File: config.mk
export PLATFORM = sky130hd
export DESIGN_NAME = comparator_seq
export DESIGN_NICKNAME = d
export VERILOG_FILES = /design/src/rtl/comparator_seq.sv
export SDC_FILE = /design/constraint.sdc
export NUM_CORES = 1
export LEC_CHECK = 0
export ABC_AREA = 1
export CORE_UTILIZATION = 40
export CTS_CLUSTER_DIAMETER = 150
export DETAILED_ROUTE_END_ITERATION = 12
export GPL_ROUTABILITY_DRIVEN = 0
export PLACE_DENSITY = 0.63
export SKIP_CTS_REPAIR_TIMING = 1
export SYNTH_ARGS = -nofsm -noshare
export SYNTH_HDL_FRONTEND = slang
export SYNTH_SLANG_ARGS = --single-unit
File: constraint.sdc
create_clock -name clk_i -period 2.4 [get_ports clk_i]
set_clock_uncertainty 0.1 [all_clocks]
set_input_delay 0.36 -clock clk_i [delete_from_list [all_inputs] [get_ports clk_i]]
set_output_delay 0.36 -clock clk_i [all_outputs]
set_load 0.01 [all_outputs]
File: src/rtl/comparator_seq.sv
// Multi-cycle magnitude comparator: compares two WIDTH-bit operands CHUNK bits per cycle, MSB chunk first, signed or unsigned per transaction.
// Latency: result valid NCHUNK cycles after acceptance (earlier on the first differing chunk when COMPARATOR_SEQ_EARLY_EXIT_EN is defined; EQ always takes NCHUNK).
// Backpressure: ready_o low from acceptance until the result handshake completes; result and valid_o held while ready_i is low.
//
// Ports:
//   clk_i, rst_n_i          clock (rising edge), asynchronous active-low reset
//   valid_i/ready_o         operand handshake; a_i, b_i, signed_i sampled on acceptance
//   valid_o/ready_i         result handshake; gt_o/lt_o/eq_o one-hot while valid_o=1
// Optional build macro: COMPARATOR_SEQ_EARLY_EXIT_EN (leave BUSY on the first unequal chunk).
module comparator_seq #(
    parameter int WIDTH = 32,
    parameter int CHUNK = 8
) (
    input  logic             clk_i,
    input  logic             rst_n_i,
    input  logic             valid_i,
    output logic             ready_o,
    input  logic [WIDTH-1:0] a_i,
    input  logic [WIDTH-1:0] b_i,
    input  logic             signed_i,
    output logic             valid_o,
    input  logic             ready_i,
    output logic             gt_o,
    output logic             lt_o,
    output logic             eq_o
);

    localparam int NCHUNK = WIDTH / CHUNK;
    localparam int IDXW   = (NCHUNK > 1) ? $clog2(NCHUNK) : 1;
    localparam logic [IDXW-1:0]  IDX_TOP  = IDXW'(NCHUNK - 1);
    localparam logic [WIDTH-1:0] MSB_MASK = WIDTH'(1) << (WIDTH - 1);

    typedef enum logic [1:0] {
        IDLE = 2'd0,
        BUSY = 2'd1,
        DONE = 2'd2
    } state_t;

    state_t          state;
    logic [WIDTH-1:0] a_r;
    logic [WIDTH-1:0] b_r;
    logic [IDXW-1:0]  idx;
    logic             decided;   // an unequal chunk has already been seen
    logic             dec_gt;    // direction of that first unequal chunk

    logic [WIDTH-1:0] a_sh;
    logic [WIDTH-1:0] b_sh;
    logic [CHUNK-1:0] a_ch;
    logic [CHUNK-1:0] b_ch;
    logic             cur_ne;
    logic             cur_gt;
    logic             fin_dec;
    logic             fin_gt;
    logic             leave_busy;

    // Current chunk selected by shifting so the index arithmetic stays width-clean.
    assign a_sh = a_r >> (CHUNK * int'(idx));
    assign b_sh = b_r >> (CHUNK * int'(idx));
    assign a_ch = a_sh[CHUNK-1:0];
    assign b_ch = b_sh[CHUNK-1:0];
    assign cur_ne = (a_ch != b_ch);
    assign cur_gt = (a_ch > b_ch);

    // Higher chunks dominate: an earlier decision always wins over the current step.
    assign fin_dec = decided | cur_ne;
    assign fin_gt  = decided ? dec_gt : cur_gt;

`ifdef COMPARATOR_SEQ_EARLY_EXIT_EN
    assign leave_busy = (idx == '0) || cur_ne;
`else
    assign leave_busy = (idx == '0);
`endif

    always_ff @(posedge clk_i or negedge rst_n_i) begin
        if (!rst_n_i) begin
            state   <= IDLE;
            ready_o <= 1'b1;
            valid_o <= 1'b0;
            gt_o    <= 1'b0;
            lt_o    <= 1'b0;
            eq_o    <= 1'b0;
            idx     <= IDX_TOP;
            a_r     <= '0;
            b_r     <= '0;
            decided <= 1'b0;
            dec_gt  <= 1'b0;
        end else begin
            case (state)
                IDLE: begin
                    if (valid_i && ready_o) begin
                        // Flipping the sign bit maps two's complement onto offset
                        // binary, so the unsigned chunk compare orders signed values.
                        a_r     <= signed_i ? (a_i ^ MSB_MASK) : a_i;
                        b_r     <= signed_i ? (b_i ^ MSB_MASK) : b_i;
                        idx     <= IDX_TOP;
                        decided <= 1'b0;
                        dec_gt  <= 1'b0;
                        ready_o <= 1'b0;
                        state   <= BUSY;
                    end
                end
                BUSY: begin
                    if (!decided && cur_ne) begin
                        decided <= 1'b1;
                        dec_gt  <= cur_gt;
                    end
                    if (leave_busy) begin
                        gt_o    <= fin_dec & fin_gt;
                        lt_o    <= fin_dec & ~fin_gt;
                        eq_o    <= ~fin_dec;
                        valid_o <= 1'b1;
                        state   <= DONE;
                    end else begin
                        idx <= idx - IDXW'(1);
                    end
                end
                DONE: begin
                    if (valid_o && ready_i) begin
                        valid_o <= 1'b0;
                        ready_o <= 1'b1;
                        state   <= IDLE;
                    end
                end
                default: begin
                    state   <= IDLE;
                    ready_o <= 1'b1;
                    valid_o <= 1'b0;
                end
            endcase
        end
    end

endmodule

**After elaboration in Yosys (flattened, before gate mapping)**

Index checks and enable logic that the tools add are counted.

- Output and inout port bits: 5
- Word-level logic and storage cells: 66
- Bits in registers: 75

- Mux-type cells: 20
- Order comparisons: 1
- Add/subtract/negate cells: 1
- Bitwise operators: 9
- Equal/unequal tests: 8
- Shift operators: 2
- Reductions and logical operators: 14

Operators by type and width:

| cell | count |
|---|---|
| 32-bit 2-to-1 mux | 2 |
| 32-bit by 5-bit >> shifter with 8-bit output | 2 |
| 3-bit AND reduction | 5 |
| 2-bit 2-to-1 mux | 5 |
| 2-bit inequality test, second input constant | 5 |
| 8-bit > comparator | 1 |
| 8-bit inequality test | 1 |
| 1-bit 2-to-1 mux | 7 |
| 1-bit NOT | 6 |
| 1-bit one-hot mux with 3 select lines | 2 |
| 2-bit one-hot mux with 3 select lines | 1 |
| 2-bit logical NOT | 2 |
| 1-bit one-hot mux with 2 select lines | 2 |
| 2-bit one-hot mux with 2 select lines | 1 |
| 2-bit AND reduction | 2 |
| 1-bit logical AND | 3 |
| 1-bit bitwise AND | 2 |
| 2-bit by 1-bit equality test with 1-bit output, second input constant | 1 |
| 2-bit equality test, second input constant | 1 |
| 2-bit nonzero test | 1 |
| 2-bit by 1-bit subtractor with 2-bit output, second input constant | 1 |
| 1-bit logical NOT | 1 |
| 1-bit bitwise OR | 1 |

**Depth between registers and ports, before layout**

Gate-level depths: netlist of the first run.

- Depth after elaboration: 5
- Gate-level depth with buffers: 16
- Depth with buffers taken out: 15

**Worst setup path before layout of the first run**

OpenSTA, ideal clock, no wires.

- Kind: reg-to-reg
- From: register idx[0]
- To: register gt_o
- Buffers on the path: 1
- Cell stages (with the launch flop): 15
- Arrival: 1,880 ps
- Setup slack: 304 ps
- Clock period less this slack: 2,096 ps
- Required time: 2,184 ps
- Setup time: 116 ps
- Cell sequence: dfstp_2 > clkbuf_1 > nor2_1 > nor2_1 > a21oi_1 > ha_1 > nand2_1 > nor2_1 > nand2_1 > nand2_1 > inv_1 > nand2_1 > nand2_1 > nand2_1 > nand2_1

- Longest elaborated chain between the ends: 4
- Elaborated cells between the ends (all ways): 9
- Those cells by class: order compare (1); eq/ne (1); shift (2); mux (1); bitwise (2); reduce/logical (2)

Ends and longest elaborated chain:

| what | RTL line | source |
|---|---|---|
| start, declared | 42 | `logic [IDXW-1:0] idx;` |
| start signal, assigned | 114 | `idx <= idx - IDXW'(1);` |
| 32-bit by 5-bit >> shifter with 8-bit output (on tied branches) | 57, 58 |  |
| 8-bit > comparator or 8-bit inequality test (tied branches) | 62, 61 |  |
| 1-bit 2-to-1 mux or 1-bit bitwise OR (tied branches) | 66, 65 |  |
| 1-bit bitwise AND | 108 | `gt_o <= fin_dec & fin_gt;` |
| end signal, assigned | 108 |  |
| end, declared | 23 | `output logic gt_o,` |

Parallel ways exist; a longest one is shown, timed or not.
A chain may end at the register's enable or synchronous reset.

**Worst setup path after layout of the first run**

- From: register idx[1]
- To: register gt_o

Same word-level chain as after synthesis.

==> flow_summary.yaml, run 1 <==
logic_synthesis:
  synth_area_sq_um: 3590
  synthTopCellsByArea: "dfrtp_1, nand2_1, o21ai_0, ha_1, nor2_1"
  ys_seq_elements: 75
  yosys_warnings: 0
  synth.avg_cell_area_sq_um: 7.99
  synth.most_common_cell: "nand2_1"
  yosysTopAreaCell: "dfrtp_1"
  synth_top_flop_cell: "dfrtp_1"
  async_flop_share_pct: 100
  seq_area_frac_synth_pct: 52.4
  synth_top_area_share_pct: 50.2
  yosysUniqueCellTypes: 28
  synth_edf_count: 0
  synth_common_cells: "nand2_1, dfrtp_1, nor2_1, o21ai_0"
  postSynthCellCount: 449
  synth_nets: 527
clocking:
  clkSinkCount: 75
  cts_buffer_depth: 2
  clock_latency_ps: 350
  path_clk_slew_ps: 70
  cts_tree: "done"
  htree_levels: 3
  cts_root_buffer: "clkbuf_8"
  cts_buffers: 9
detailed_routing:
  post-route-drc-count: 0
  drt-initial-drc-count: 174
  first_pass_iters: 4
  viasPerCell: 4.86
  routed_wl_um: 8490
  drtAntennaViolNets: 0
  routedWlPerCell_um: 13.4
  vias: 3094
critical_path:
  crit_top_cell: "nand2_1"
  r2r_end: "gt_o$_DFFE_PN0P_"
  rr_startpoint: "idx[1]$_DFFE_PN1P_"
  cp_max_fo: 6
  start_kind: "flip-flop"
  max_stage_delay_ps: 680
  timing.reg2reg.setup_slack_ps: 80
  crit_path_end_kind: "flip-flop"
  slowest_stage: "dfstp_2"
  cp.required_ps: 2540
  cp_top_family: "flip-flops"
  reg2regPathDepth: 12
  critPathArrivalTime_ps: 2460
  cp_num_buf_inv: 2
  crit_path_cell_trace: "clkinvlp_4 -> a32o_2 -> ha_4 -> nand2_1 -> nor2_2 -> nand2_2 -> nand2_2 -> inv_2 -> nand2_2 -> nand2_1 -> nand2_1 -> nand2_1"
  critPathKind: "reg2reg"
die:
  die_x_um: 96.7
  die-area_sq_um: 9360
  start_util_pct: 41.2
  core_area_sq_um: 8720
  rows: 34
  die_h_um: 96.7
  io_pins: 74
global_route:
  grt_util_all_layers_pct: 18.9
  antenna_found_initial: 0
  grt_pass1_vias: 3099
  grt-ovfl-total: 0
  grt_start_max_net_pins: 45
  grt_pass1_wl_um: 14300
final_layout:
  nNetsFinal: 601
  area_growth_pct: 32.0
  fin_area_sq_um: 4740
  layout-drive-gt1-share_pct: 11.2
  diodes: 0
  fin_util_pct: 54.3
  fillCellCount: 822
place:
  placed_area_sq_um: 4380
  dp_hpwl_um: 6040
  portBuffers: 73
sta:
  rsz0062_at_grt: "yes"
  worst_pin_slew_ps: 559
  finalCritPeriodShare_pct: 96.6
  fmax_mhz: 431
  slew_headroom_pct: 62.8
  setup_viol_count_final: 0
  finalCriticalPeriod_ps: 2320
  slew_viol_final: 0
  finalHoldViolCount: 0
  hold_ws_ps: 369
  tns_ps: 0
run_status:
  status: "complete, no violations"
power:
  power.leakage_nw: 2.31
  p_total_mw: 6.15
  power_per_cell_area_nw_per_um2: 1300
  ir_worst_vdd_v: 0.000431
min_path:
  hold_path_startpoint: "a_r[13]$_DFFE_PN0P_"
  holdPathEnd: "a_r[13]$_DFFE_PN0P_"
  worstHoldPathType: "reg2reg"
  whs_path_depth: 2
run:
  cap_viol_max_count: 0
[sequential cells by signal, summed over array words and instances (netlist names), 2 cells and up]
name and cells:
b_r 32, idx 2, state 2, a_r 32
[area by class of cell]
cell class | count | area [sq um] | share of cell area, %
clock buffer | 12 | 155 | 3.27
clock inverter | 4 | 72.6 | 1.53
multi-input combinational | 337 | 1590 | 33.5
sequential | 75 | 1880 | 39.7
timing repair inverter | 3 | 22.5 | 0.475
tap | 108 | 135 | 2.85
timing repair buffer | 83 | 827 | 17.5
inverter | 14 | 58.8 | 1.24
[metrics by stage]
stage,std cells,setup WS [ps]
after global routing,636,-48.1
final,636,81.0
after CTS,631,-84.1
after detailed placement,615,-59.2
after global placement,615,81.6
after floorplan,449,304
[power by group]
group | internal (mW) | leakage (nW) | switching (mW)
Combinational | 1.19 | 1.27 | 1.59
Clock | 0.641 | 0.113 | 0.452
Sequential | 1.86 | 0.935 | 0.407
[layout by cell type (no fill, tap or decap), drive strengths merged]
master	n
nor2	27
nor3	1
nand2	239
buf	10
clkinv	1
a32o	7
ha	9
xor2	1
dfrtp	72
o21ai	27
a21oi	11
dfstp	3
o21a	1
bufinv	2
a21o	1
xnor2	1
inv	13
nand3	1
o22ai	9
nand3b	1
clkinvlp	5
clkdlybuf4s50	72
clkbuf	12
dlygate4sd3	1
a31oi	1
[kinds of logic (layout without fill, tap and decap cells)]
kind of cell    after synthesis  after routing  share of synthesized area, %
simple gates                269            269                          28.7
fa+ha+maj                     9              9                          3.14
compound gates               57             57                          9.52
xor+xnor                      2              2                         0.488
buf+inv                      37            116                          5.75
flops                        75             75                          52.4
[per-layer routing]
metal | up-vias | global-route usage [%] | routed length, um
met4 | 0 | 7.92 | 136
met1 | 1425 | 25.8 | 3930
met3 | 14 | 3.97 | 495
li1 | 1567 | - | -
met2 | 88 | 29.4 | 3930
met5 | - | 0 | 0
[worst max-delay path by stage]
stage | to | slack, ps | from | cells past startpoint
detailed placement | gt_o$_DFFE_PN0P_ | -60 | idx[1]$_DFFE_PN1P_ | 13
floorplan | gt_o$_DFFE_PN0P_ | 300 | idx[0]$_DFFE_PN1P_ | 14
global placement | gt_o$_DFFE_PN0P_ | 80 | idx[1]$_DFFE_PN1P_ | 14
global route | gt_o$_DFFE_PN0P_ | -50 | idx[1]$_DFFE_PN1P_ | 12
finish | gt_o$_DFFE_PN0P_ | 80 | idx[1]$_DFFE_PN1P_ | 12
CTS | gt_o$_DFFE_PN0P_ | -80 | idx[1]$_DFFE_PN1P_ | 12
[tightest hold or removal path: cells and delay by family (launching register included)]
family	cells	cell delay (ps)
flip-flops	1	340
AND/OR/NAND/NOR	2	90
No activity file was read; power rests on OpenSTA's default activity.
==> run 2, diff against run 1 <==
--- a/config.mk
+++ b/config.mk
@@ -12,6 +12,7 @@
 export GPL_ROUTABILITY_DRIVEN = 0
 export PLACE_DENSITY = 0.63
 export SKIP_CTS_REPAIR_TIMING = 1
+export SKIP_LAST_GASP = 1
 export SYNTH_ARGS = -nofsm -noshare
 export SYNTH_HDL_FRONTEND = slang
 export SYNTH_SLANG_ARGS = --single-unit
==> flow_summary.yaml, run 2 (same netlist as run 1, synthesis figures left out) <==
detailed_routing:
  drt-initial-drc-count: 170
  first_pass_iters: 4
  drtAntennaViolNets: 0
  post-route-drc-count: 0
  viasPerCell: 4.84
  vias: 3078
  routed_wl_um: 8490
  routedWlPerCell_um: 13.3
sta:
  finalHoldViolCount: 0
  finalCriticalPeriod_ps: 2330
  setup_viol_count_final: 0
  hold_ws_ps: 370
  rsz0062_at_grt: "yes"
  worst_pin_slew_ps: 560
  slew_viol_final: 0
  setup_ws_ps: 71.9
  slew_headroom_pct: 62.6
  finalCritPeriodShare_pct: 97.0
  fmax_mhz: 430
clocking:
  cts_root_buffer: "clkbuf_8"
  clock_latency_ps: 350
  clkSinkCount: 75
  path_clk_slew_ps: 70
  htree_levels: 3
  cts_tree: "done"
  cts_buffer_depth: 2
  cts_buffers: 9
critical_path:
  r2r_end: "gt_o$_DFFE_PN0P_"
  crit_path_end_kind: "flip-flop"
  rr_startpoint: "idx[1]$_DFFE_PN1P_"
  start_kind: "flip-flop"
  cp_max_fo: 6
  critPathKind: "reg2reg"
  cp.required_ps: 2540
  critPathArrivalTime_ps: 2470
  timing.reg2reg.setup_slack_ps: 70
  reg2regPathDepth: 12
final_layout:
  fillCellCount: 822
  fin_cells: 636
  layout_common_cells: "nand2_1, dfrtp_1, clkdlybuf4s50_1"
  reg_top3: "a_r x32, b_r x32"
  layout-drive-gt1-share_pct: 11.0
  area_growth_pct: 32.0
  diodes: 0
  nNetsFinal: 601
  mostFrequentLayoutCell: "nand2_1"
die:
  rows: 34
  io_pins: 74
  core_area_sq_um: 8720
  start_util_pct: 41.2
  die-area_sq_um: 9360
  die_x_um: 96.7
  die_h_um: 96.7
global_route:
  grt_pass1_vias: 3099
  grt_util_all_layers_pct: 18.9
  grt_pass1_wl_um: 14300
  antenna_found_initial: 0
  grt-ovfl-total: 0
  grt_start_max_net_pins: 45
run:
  cap_viol_max_count: 0
power:
  power_per_cell_area_nw_per_um2: 1300
  power.leakage_nw: 2.32
  ir_worst_vdd_v: 0.000433
place:
  dp_hpwl_um: 6040
  detailedPlace.worstSlack_ps: -59.2
  dp_cells: 615
  portBuffers: 73
run_status:
  status: "complete, no violations"
min_path:
  worstHoldPathType: "reg2reg"
  whs_path_depth: 2
  holdPathEnd: "a_r[13]$_DFFE_PN0P_"
  hold_path_startpoint: "a_r[13]$_DFFE_PN0P_"
==> run 2: cell counts in the layout (fill, tap and decap cells not counted) <==
Identical to the previous run, type by type.
==> run 2: routing by layer <==
layer	wire, um	vias to the layer above	track usage [%]	part of all wire [%]
li1	-	1566	-	-
met1	3970	1412	25.8	47
met2	3900	86	29.4	46
met3	485	14	3.97	5.7
met4	136	0	7.92	1.6
met5	0	-	0	0
==> run 2: layout make-up <==
cell class | instances | area, sq um | area share [%]
Timing Repair Buffer | 83 | 827 | 17.5
Multi-Input combinational cell | 337 | 1590 | 33.5
Timing Repair inverter | 3 | 22.5 | 0.475
Inverter | 14 | 58.8 | 1.24
Clock buffer | 12 | 155 | 3.27
Sequential cell | 75 | 1880 | 39.7
Tap cell | 108 | 135 | 2.85
Clock inverter | 4 | 72.6 | 1.53
==> run 2: through the flow <==
stage               util (%)  total power, mW  cell area [sq um]  setup TNS (ps)
floorplan                  -             3.99               3590               0
global placement        50.2             4.64               4380               0
detailed placement      50.2             4.74               4380            -114
CTS                     52.8             5.87               4600            -211
global route            54.3             6.70               4740           -69.3
finish                  54.3             6.15               4740               0
==> run 2: power breakdown <==
| part | switching, mW | total (mW) | internal, mW |
|---|---|---|---|
| clock | 0.452 | 1.09 | 0.641 |
| sequential | 0.407 | 2.27 | 1.86 |
| combinational | 1.59 | 2.78 | 1.19 |
==> run 2: worst max-delay path by stage <==
| stage | start | to | slack (ps) | cells after the start |
|---|---|---|---|---|
| 2_1_floorplan | idx[0]$_DFFE_PN1P_ | gt_o$_DFFE_PN0P_ | 300 | 14 |
| 3_3_place_gp | idx[1]$_DFFE_PN1P_ | gt_o$_DFFE_PN0P_ | 80 | 14 |
| 3_5_place_dp | idx[1]$_DFFE_PN1P_ | gt_o$_DFFE_PN0P_ | -60 | 13 |
| 4_1_cts | idx[1]$_DFFE_PN1P_ | gt_o$_DFFE_PN0P_ | -80 | 12 |
| 5_1_grt | idx[1]$_DFFE_PN1P_ | gt_o$_DFFE_PN0P_ | -60 | 12 |
| 6_report | idx[1]$_DFFE_PN1P_ | gt_o$_DFFE_PN0P_ | 70 | 12 |
==> run 2: worst max-delay path, cell delays in order, from the launching register on <==
cell and delay, ps:
dfstp_2 680, clkinvlp_4 230, a32o_2 330, ha_4 280
nand2_1 60, nor2_2 120, nand2_2 90, nand2_2 80
inv_1 50, nand2_2 70, nand2_1 50, nand2_1 50
nand2_1 50
==> run 3, diff against run 2 <==
--- a/config.mk
+++ b/config.mk
@@ -16,3 +16,4 @@
 export SYNTH_ARGS = -nofsm -noshare
 export SYNTH_HDL_FRONTEND = slang
 export SYNTH_SLANG_ARGS = --single-unit
+export TNS_END_PERCENT = 30
==> results of run 3 <==
Final layout, timing and power as in run 2 (identical DEF).
